## src/rtl/serial_addsub_ctrl.sv

```systemverilog
// serial_addsub_ctrl: bit-serial adder/subtractor.
// One full-adder cell (two half-adder stages plus a carry register) is
// reused over WIDTH cycles, LSB first, to form A+B or A-B. Operands enter
// on a valid/ready handshake and the result leaves on another one.
module serial_addsub_ctrl #(
  parameter int WIDTH = 8,
  localparam int CNT_W = $clog2(WIDTH + 1)
) (
  input  logic             clk,
  input  logic             rst,
  input  logic             in_valid,
  output logic             in_ready,
  input  logic [WIDTH-1:0] a,
  input  logic [WIDTH-1:0] b,
  input  logic             op,
  output logic             out_valid,
  input  logic             out_ready,
  output logic [WIDTH-1:0] s,
  output logic             c,
  output logic             ovf,
  output logic             busy
);

  typedef enum logic [1:0] {
    IDLE = 2'd0,
    RUN  = 2'd1,
    DONE = 2'd2
  } state_t;

  // Index of the last bit; the edge that processes it also completes the result.
  localparam logic [CNT_W-1:0] LAST_BIT = CNT_W'(WIDTH - 1);

  state_t           state;
  logic [WIDTH-1:0] a_sh;
  logic [WIDTH-1:0] b_sh;
  logic [WIDTH-1:0] res_sh;
  logic [CNT_W-1:0] cnt;
  logic             carry;

  // Shared single-bit cell: two half adders combined into a full adder.
  logic p;
  logic g1;
  logic sum_bit;
  logic g2;
  logic carry_next;

  // Combinational full-adder cell acting on the current LSBs and carry.
  always_comb begin
    p          = a_sh[0] ^ b_sh[0];
    g1         = a_sh[0] & b_sh[0];
    sum_bit    = p ^ carry;
    g2         = p & carry;
    carry_next = g1 | g2;
  end

  // Control FSM with datapath registers; all outputs are registered.
  always_ff @(posedge clk or posedge rst) begin
    if (rst) begin
      state     <= IDLE;
      a_sh      <= '0;
      b_sh      <= '0;
      res_sh    <= '0;
      cnt       <= '0;
      carry     <= 1'b0;
      in_ready  <= 1'b1;
      out_valid <= 1'b0;
      s         <= '0;
      c         <= 1'b0;
      ovf       <= 1'b0;
      busy      <= 1'b0;
    end else begin
      case (state)
        IDLE: begin
          if (in_valid) begin
            // Subtraction is A + ~B + 1; the +1 comes in as the initial carry.
            a_sh     <= a;
            b_sh     <= op ? ~b : b;
            carry    <= op;
            cnt      <= '0;
            res_sh   <= '0;
            in_ready <= 1'b0;
            busy     <= 1'b1;
            state    <= RUN;
          end
        end
        RUN: begin
          a_sh   <= a_sh >> 1;
          b_sh   <= b_sh >> 1;
          res_sh <= {sum_bit, res_sh[WIDTH-1:1]};
          carry  <= carry_next;
          cnt    <= cnt + CNT_W'(1);
          if (cnt == LAST_BIT) begin
            // At the MSB, carry holds carry-in and carry_next the carry-out.
            s         <= {sum_bit, res_sh[WIDTH-1:1]};
            c         <= carry_next;
            ovf       <= carry ^ carry_next;
            out_valid <= 1'b1;
            state     <= DONE;
          end
        end
        DONE: begin
          // Results stay on s/c/ovf after the drain until the next completion.
          if (out_ready) begin
            out_valid <= 1'b0;
            in_ready  <= 1'b1;
            busy      <= 1'b0;
            state     <= IDLE;
          end
        end
        default: begin
          out_valid <= 1'b0;
          in_ready  <= 1'b1;
          busy      <= 1'b0;
          state     <= IDLE;
        end
      endcase
    end
  end

endmodule

```

## config.mk

```make
export PLATFORM = sky130hd
export DESIGN_NAME = serial_addsub_ctrl
export DESIGN_NICKNAME = d
export VERILOG_FILES = /design/src/rtl/serial_addsub_ctrl.sv
export SDC_FILE = /design/constraint.sdc
export NUM_CORES = 1
export LEC_CHECK = 0
export BUFFER_PORTS_ARGS = -buffer_cell sky130_fd_sc_hd__buf_2
export CAP_MARGIN = 25
export CELL_PAD_IN_SITES_DETAIL_PLACEMENT = 0
export CELL_PAD_IN_SITES_GLOBAL_PLACEMENT = 1
export CORE_ASPECT_RATIO = 1.75
export CORE_MARGIN = 1.5
export CORE_UTILIZATION = 44
export DETAILED_ROUTE_END_ITERATION = 12
export PLACE_DENSITY_LB_ADDON = 0.25
export SLEW_MARGIN = 20
export SYNTH_ARGS = -nofsm -noshare
export SYNTH_HDL_FRONTEND = slang
export SYNTH_SLANG_ARGS = --single-unit
```

## constraint.sdc

```tcl
create_clock -name clk -period 1.9 [get_ports clk]
set_input_delay 0.19 -clock clk [delete_from_list [all_inputs] [get_ports clk]]
set_output_delay 0.19 -clock clk [all_outputs]
set_load 0.02 [all_outputs]
```

==> results.toml, run 1 <==
[cts]
cts_sinks = 43
path_clk_slew_ns = 0.08
cts_setup_buffers = 0
root_buffer = "clkbuf_8"
ctsResizeCount = 0
cts.path.max_buffers = 2
cts_tree = "yes"
clock_latency_ns = 0.29
cts_buffers = 5
htree_num_levels = 2
cts_hold_buf = 0

[placed_design]
dp_hpwl_microns = 2760
portBuffers = 33
dp_slack_ns = 0.400
gp_congestion = 0.746

[global_route]
grt.total_usage_pct = 17.3
antenna_found_initial = 0
grt_pass1_wl_microns = 6330
grt_max_degree = 44
grt_overflow = 0
first_global_vias = 1482

[synthesis]
synth_top_area_share_pct = 54.3
syn_area_sq_um = 1930
synthTopCellsByCount = "dfrtp_1, a22o_1, nand2_1, o21ai_0, xor2_1"
syn_avg_cell_area_sq_um = 12.4
synth_top_area_cell = "dfrtp_1"
synthCells = 156
synth_edf_count = 0
yosysWarnings = 0
synthTopCellsByArea = "dfrtp_1, mux2_4, a22o_1"
synthArstFlopShare_pct = 100
yosysSeqAreaShare_pct = 55.7
ys.flop_type = "dfrtp_1"
synth_seq_cells = 43
synth_fp_nets = 179
synth.most_common_cell = "dfrtp_1"
synth_cell_type_count = 35

[critical_path]
worst_r2r_startpoint = "cnt[0]"
crit_type = "flip-flop to flip-flop"
cp.depth = 3
reg2reg_slack_ns = 0.38
worstSetupStartpoint = "cnt[0]"
timing.rr.end = "s[1]"
endpoint = "s[1]"
cp_top_family = "flip-flops"
critPathLaunchType = "flip-flop"
rr_worst_depth = 3
crit_slowest_cell = "dfrtp_1"
cp.arrival_ns = 1.70
critPathCaptureType = "flip-flop"
crit_fanout = 12
cp.buffers_inverters = 0
path_cells = "ha_1 -> and4_4 -> mux2_2"
max_stage_delay_ns = 0.40
crit_required_ns = 2.08

[timing]
worstMarginPinSlew_ns = 0.534
setup_viol = 0
finalCritPeriodShare_pct = 80.0
slew_headroom_pct = 64.4
hold_ws_ns = 0.0176
hold_violations = 0
fin_crit_ns = 1.52
timing.final.ws_setup_ns = 0.381
fin_tns_setup_ns = 0
max_freq_mhz = 658
grt_setup_unrepaired = "no"
slew_viol_final = 0
skew_ns = 0.00592

[floorplan]
design.core.area_sq_um = 4190
start_util_pct = 46.2
dieHeight_microns = 90.7
die_w_microns = 53.1
num_io_pins = 34
rows = 31
design.die.area_sq_um = 4820

[worst_hold_path]
holdCritPathClass = "primary input to asynchronous set/reset pin"

[pwr]
internal_power_mw = 2.29
p_per_area_nw_per_um2 = 1510
pwr-share-seq_pct = 43.5
clkPwrFrac_pct = 21.2
switchingPower_mw = 1.15
p_leak_nw = 1.17
switching_share_pct = 33.5
pwr-share-comb_pct = 35.3
irDropWorstVdd_mv = 0.946

[final_layout]
area_delta_synth_final_pct = 18.0
final_nets = 217
fillCellCount = 384
drive_gt1_share_pct = 32.8
seq_area_sq_um = 1080
multi_input_area_sq_um = 791
diodes = 0

[routing]
dr.pass1.iters = 3
drt_iter0_drc = 27
vias = 1360
remaining_drc_errors = 0
routed_wl_microns = 3780
wl_per_cell_microns = 15.5
final_antenna_net_count = 0
via_per_inst = 5.57

[flow_run]
cap_violations = 0

[outcome]
status = "complete, no violations"
==> stage by stage <==
stage | power, mW | cells | utilization [%] | cell area (sq um)
after floorplan | 2.37 | 156 | - | 1930
after global placement | 2.69 | 236 | 51.7 | 2170
final | 3.44 | 244 | 54.5 | 2280
after global routing | 3.65 | 244 | 54.5 | 2280
after detailed placement | 2.74 | 236 | 51.7 | 2170
after CTS | 3.47 | 244 | 54.5 | 2280
==> sequential cells by signal, summed over array words and instances, names as in the netlist <==
| register | cells |
|---|---|
| a_sh | 8 |
| b_sh | 8 |
| cnt | 4 |
| res_sh | 7 |
| carry | 1 |
| ovf | 1 |
| out_valid | 1 |
| in_ready | 1 |
| state | 2 |
| c | 1 |
| s | 8 |
| busy | 1 |
==> layer usage <==
| layer | up-vias | track usage, % | routed length, microns |
|---|---|---|---|
| met4 | 0 | 7.05 | 75 |
| met2 | 29 | 31.3 | 2030 |
| met3 | 8 | 3.81 | 118 |
| met1 | 683 | 18.2 | 1560 |
| met5 | - | 0 | 0 |
| li1 | 640 | - | - |
==> worst register-to-register path, cell delays in order (launching register included) <==
cell and delay, ns:
dfrtp_1 0.40, ha_1 0.24, and4_4 0.39, mux2_2 0.37
==> power groups by stage <==
stage / registers [mW] / clock network [mW] / logic (mW)
floorplan: 1.58 / 0 / 0.791
global placement: 1.49 / 0 / 1.20
detailed placement: 1.51 / 0 / 1.23
CTS: 1.50 / 0.741 / 1.24
global route: 1.54 / 0.779 / 1.33
finish: 1.50 / 0.731 / 1.22
==> layout by cell type (no fill, tap or decap), types with 2 or more instances in the layout <==
cell type  synthesis  routed
clkbuf_8           0       6
nor2_1             3       3
buf_2              4      33
xor2_1             9       9
a21o_1             2       2
a22oi_1            2       2
buf_4              2       8
dfrtp_1           42      42
inv_1              3       3
mux2_2             3       3
and3b_1            6       6
nand2_1           10      10
a22o_1            10      10
and3_1             7       7
mux2_4             8       8
a221o_1            7       7
a21oi_1            8       8
o21ai_0           10      10
nand2b_1           2       2
==> final cells by class <==
cell class | count | area share, %
Clock inverter | 2 | 1.53
Clock buffer | 6 | 3.62
Tap cell | 49 | 2.68
Multi-Input combinational cell | 100 | 34.6
Sequential cell | 43 | 47.2
Inverter | 3 | 0.493
Timing Repair Buffer | 41 | 9.86
==> kinds of logic after synthesis <==
kind of cell / count (synthesis) / share of synthesized area [%]
adders and majority gates: 2 / 1.68
DFF: 43 / 55.7
xor gates and xnor gates: 9 / 4.08
AOI/OAI and AO/OA: 43 / 16.1
and+or+nand+nor: 34 / 10.3
buffers and inverters: 13 / 3.62
muxes: 12 / 8.47
==> how the worst min path moves through the flow <==
stage,end,depth (start not counted),start,slack [ns]
6_report,s[5],3,rst,0.02
5_1_grt,cnt[3],3,rst,0.08
4_1_cts,s[5],3,rst,0.04
3_5_place_dp,s[5],3,rst,0.36
3_3_place_gp,s[5],3,rst,0.35
2_1_floorplan,in_ready,2,out_ready,0.33
(Power assumes the default switching activity.)
==> inputs of run 2 (changes only) <==
- clock period: 1.9 -> 1.4 ns (I/O delays scaled with it)
==> results.toml, run 2 (synthesized netlist as in run 1, its figures left out) <==
[critical_path]
crit_type = "flip-flop to flip-flop"
timing.rr.end = "s[5]"
cp.arrival_ns = 1.59
crit_fanout = 5
crit_required_ns = 1.59
path_cells = "ha_1 -> and4_2 -> mux2_4"
critPathLaunchType = "flip-flop"
critPathCaptureType = "flip-flop"
rr_worst_depth = 3
crit_slowest_cell = "and4_2"
reg2reg_slack_ns = -0.002
max_stage_delay_ns = 0.37
worst_r2r_startpoint = "cnt[0]"

[cts]
cts_sinks = 43
cts_tree = "yes"
cts.path.max_buffers = 2
clock_latency_ns = 0.29
cts_buffers = 5
root_buffer = "clkbuf_8"
htree_num_levels = 2
path_clk_slew_ns = 0.08

[placed_design]
place_area_sq_um = 2250
gp_congestion = 0.767
dpl.cell_count = 246
portBuffers = 33
dp_hpwl_microns = 2910

[timing]
fin_crit_ns = 1.40
skew_ns = 0.00890
slew_headroom_pct = 73.9
timing.final.ws_setup_ns = -0.00219
setup_viol = 3
grt_setup_unrepaired = "yes"
max_freq_mhz = 713
finalCritPeriodShare_pct = 100
fin_tns_setup_ns = -0.00607
worstMarginPinSlew_ns = 0.391
hold_ws_ns = 0.104
slew_viol_final = 0
hold_violations = 0

[floorplan]
die_w_microns = 53.1
design.die.area_sq_um = 4820
dieHeight_microns = 90.7
num_io_pins = 34
design.core.area_sq_um = 4190
start_util_pct = 46.2
rows = 31

[outcome]
failed_checks = "setup timing"
status = "finished with violations"

[pwr]
p_leak_nw = 1.26
irDropWorstVdd_mv = 1.03
p_per_area_nw_per_um2 = 2080

[worst_hold_path]
holdCritPathClass = "primary input to flip-flop"
min_path_cells = 2
hp-start = "a[7]"
min_to = "a_sh[7]"

[final_layout]
postLayoutCoreUtil_pct = 58.2
final_cell_mix = "dfrtp_1, buf_2, buf_4"
drive_gt1_share_pct = 37.5
fillCellCount = 369
final_nets = 230
reg_top3 = "a_sh x8, b_sh x8, s x8"
area_delta_synth_final_pct = 26.0
diodes = 0
layout_commonest_cell = "dfrtp_1"
stdcell_area_sq_um = 2440
stdcell_count = 257

[flow_run]
cap_violations = 0

[routing]
vias = 1421
drt_iter0_drc = 25
final_antenna_net_count = 0
wl_per_cell_microns = 16.1
routed_wl_microns = 4150
via_per_inst = 5.53
remaining_drc_errors = 0
dr.pass1.iters = 4

[global_route]
antenna_found_initial = 0
first_global_vias = 1452
grt.total_usage_pct = 19.4
grt_pass1_wl_microns = 6810
grt_max_degree = 26
grt_overflow = 0
run 2: worst max-delay path: cells and delay by family (launching register included):
| family | cells | cell delay (ns) |
|---|---|---|
| flops | 1 | 0.36 |
| mux | 1 | 0.31 |
| fa+ha+maj | 1 | 0.25 |
| simple gates | 1 | 0.37 |
run 2: through the flow:
stage	setup WS, ns	power, mW
floorplan	0.0189	3.22
global placement	0.0141	3.78
detailed placement	-0.0219	3.87
CTS	-0.00322	5.08
global route	-0.0136	5.38
finish	-0.00219	5.07
run 2: final cells by class:
class | instances | area, sq um | share of cell area [%]
Sequential cell | 43 | 1080 | 44.3
Tap cell | 49 | 61.3 | 2.52
Clock buffer | 6 | 72.6 | 2.98
Timing Repair Buffer | 53 | 338 | 13.9
Inverter | 3 | 11.3 | 0.462
Multi-Input combinational cell | 101 | 816 | 33.5
Clock inverter | 2 | 60.1 | 2.46
run 2: power by group:
group / total, mW / leakage, nW / internal [mW] / switching (mW)
sequential: 1.99 / 0.553 / 1.71 / 0.284
clock: 1.13 / 0.0654 / 0.713 / 0.417
combinational: 1.94 / 0.643 / 0.985 / 0.960
run 2: worst max-delay path by stage:
stage                         from    to  depth (start not counted)
after CTS                 state[1]  s[1]                          3
after floorplan             cnt[0]     c                          4
final                       cnt[0]  s[5]                          3
after detailed placement   a_sh[0]   ovf                          3
after global placement    state[1]  s[0]                          3
after global routing      state[0]  s[1]                          3
run 2: what timing repair did:
item / in CTS / in global routing
hold buffers: 1 / 0
gates cloned: 1 / 0
setup buffers: 1 / 0
gates resized for setup: 1 / 5
endpoints found under the setup margin: 3 / 12
pin swaps: 1 / 1
endpoints found under the hold margin: 6 / 0
run 2: per-layer routing:
| layer | routed length, microns | up-vias | global-route usage [%] |
|---|---|---|---|
| met2 | 2290 | 35 | 33.5 |
| met5 | 0 | - | 0 |
| met4 | 134 | 0 | 10.3 |
| met3 | 144 | 10 | 4.30 |
| li1 | - | 666 | - |
| met1 | 1580 | 710 | 20.7 |
==> inputs of run 3 (changes only) <==
- ABC_AREA: unset -> 1
- CORE_UTILIZATION: 44 -> 41
==> results.toml, run 3 <==
[final_layout]
reg_top3 = "a_sh x8, b_sh x8, s x8"
area_delta_synth_final_pct = 21.5
diodes = 0
final_nets = 302
final_cell_mix = "nand2_1, dfrtp_1, nand3_1"
fillCellCount = 464
drive_gt1_share_pct = 21.8
multi_input_area_sq_um = 774
seq_area_sq_um = 1080
layout_commonest_cell = "nand2_1"
stdcell_count = 332

[pwr]
switching_share_pct = 37.8
p_per_area_nw_per_um2 = 2070
internal_power_mw = 3.08
switchingPower_mw = 1.87
pwr-share-seq_pct = 41.3
p_leak_nw = 1.30
irDropWorstVdd_mv = 1.01
clkPwrFrac_pct = 20.0
pwr-share-comb_pct = 38.6

[global_route]
grt_max_degree = 30
grt.total_usage_pct = 17.3
grt_overflow = 0
first_global_vias = 1637
grt_pass1_wl_microns = 7250
antenna_found_initial = 0

[critical_path]
rr_worst_depth = 6
path_cells = "ha_1 -> buf_4 -> nand3_1 -> nor2_8 -> nand2_1 -> nand2_1"
worstSetupStartpoint = "cnt[0]"
worst_r2r_startpoint = "cnt[0]"
max_stage_delay_ns = 0.42
cp.depth = 6
timing.rr.end = "s[7]"
cp.buffers_inverters = 1
crit_fanout = 10
crit_required_ns = 1.64
cp.arrival_ns = 1.54
crit_type = "flip-flop to flip-flop"
critPathCaptureType = "flip-flop"
reg2reg_slack_ns = 0.09
endpoint = "s[7]"
cp_top_family = "simple AND/OR/NAND/NOR gates"
crit_slowest_cell = "dfrtp_1"
cpMostUsedCell = "nand2_1"
critPathLaunchType = "flip-flop"

[synthesis]
synthTopCellsByCount = "nand2_1, dfrtp_1, nand3_1"
synth_seq_cells = 43
synth_cell_type_count = 24
synth_fp_nets = 259
yosysWarnings = 0
yosysSeqAreaShare_pct = 54.7
synth_top_area_share_pct = 53.4
syn_avg_cell_area_sq_um = 8.34
synth.most_common_cell = "nand2_1"
syn_area_sq_um = 1970
synthArstFlopShare_pct = 100
synthTopCellsByArea = "dfrtp_1, nand2_1, nand3_1"
ys.flop_type = "dfrtp_1"
synthCells = 236
synth_edf_count = 0
synth_top_area_cell = "dfrtp_1"

[timing]
slew_viol_final = 0
worstMarginPinSlew_ns = 0.411
fin_tns_setup_ns = 0
hold_violations = 0
setup_viol = 0
grt_setup_unrepaired = "no"
skew_ns = 0.00746
fin_crit_ns = 1.31
max_freq_mhz = 766
slew_headroom_pct = 72.6
finalCritPeriodShare_pct = 93.3

[cts]
htree_num_levels = 2
cts.path.max_buffers = 2
root_buffer = "clkbuf_8"
cts_tree = "yes"
cts_buffers = 5
clock_latency_ns = 0.30
cts_setup_buffers = 0
cts_sinks = 43
path_clk_slew_ns = 0.08

[floorplan]
dieHeight_microns = 94.7
num_io_pins = 34
start_util_pct = 42.2
rows = 33
design.die.area_sq_um = 5240
design.core.area_sq_um = 4670
die_w_microns = 55.4

[routing]
remaining_drc_errors = 0
drt_iter0_drc = 20
via_per_inst = 4.97
routed_wl_microns = 4040
wl_per_cell_microns = 12.2
vias = 1651
final_antenna_net_count = 0
dr.pass1.iters = 4

[placed_design]
portBuffers = 33
dpl.cell_count = 323
gp_congestion = 0.778
dp_hpwl_microns = 2940

[outcome]
status = "complete, no violations"

[flow_run]
cap_violations = 0

[worst_hold_path]
holdCritPathClass = "primary input to flip-flop"
-- run 3: cell types whose count changed after synthesis, sizes merged, moves of 6 or more --
cell	change
a21oi	-7
xor2	-8
nand2	+87
a221o	-7
mux2	-11
inv	+15
and3	-7
a22o	-10
nand3	+40
and3b	-6
-- run 3: what timing repair did --
| item | in CTS | in global routing |
|---|---|---|
| endpoints found under the hold margin | 42 | 0 |
| gates resized for setup | 0 | 2 |
| setup endpoints to repair | 0 | 6 |
| hold buffers | 1 | 0 |
-- run 3: worst min-delay path by stage --
stage               slack (ns)  endpoint       from  cells past startpoint
detailed placement        0.17      busy        rst                      3
finish                    0.03   a_sh[7]       a[7]                      3
floorplan                 0.24  state[1]  out_ready                      1
CTS                       0.03   a_sh[7]       a[7]                      3
global placement          0.17      busy        rst                      3
global route              0.04  state[1]  out_ready                      2
-- run 3: power by group through the flow --
stage                     clock network [mW]  logic (mW)  registers [mW]
final                                  0.991        1.91            2.05
after CTS                               1.02        1.93            2.04
after global placement                     0        1.91            2.06
after global routing                    1.06        2.17            2.12
after floorplan                            0        1.13            2.22
after detailed placement                   0        1.93            2.06
-- run 3: metrics by stage --
stage,setup WS (ns),hold WS [ns],utilization [%],area [sq um],power (mW)
after floorplan,0.185,0.235,-,1970,3.35
after global placement,0.124,0.172,48.4,2260,3.97
after detailed placement,0.0967,0.173,48.4,2260,3.99
after CTS,0.0799,0.0297,51.1,2380,4.99
after global routing,0.0170,0.0355,51.3,2390,5.35
final,0.0944,0.0321,51.3,2390,4.95
-- run 3: cell families (layout without fill, tap and decap cells) --
| logic type | after synthesis | after routing | share of synthesized area, % |
|---|---|---|---|
| buffers and inverters | 28 | 72 | 6.35 |
| DFF | 43 | 43 | 54.7 |
| xor gates and xnor gates | 2 | 2 | 0.890 |
| AOI/OAI and AO/OA | 15 | 15 | 4.26 |
| adders and majority gates | 2 | 2 | 1.65 |
| and+or+nand+nor | 146 | 146 | 32.1 |
-- run 3: tightest hold or removal path, stage by stage --
cell,delay (ns)
buf_2,0.08
nand2_1,0.04
nand2_1,0.04
-- run 3: routing by layer --
layer	track usage [%]	up-vias	wire, microns
met5	0	-	0
met4	7.72	0	85
met3	3.42	8	118
met2	30.5	36	2070
met1	20.2	771	1760
li1	-	836	-
-- run 3: layout make-up --
class | instances | area share [%]
Inverter | 18 | 2.82
Sequential cell | 43 | 45.0
Timing Repair Buffer | 46 | 12.1
Multi-Input combinational cell | 165 | 32.4
Clock inverter | 2 | 1.46
Tap cell | 52 | 2.72
Clock buffer | 6 | 3.45
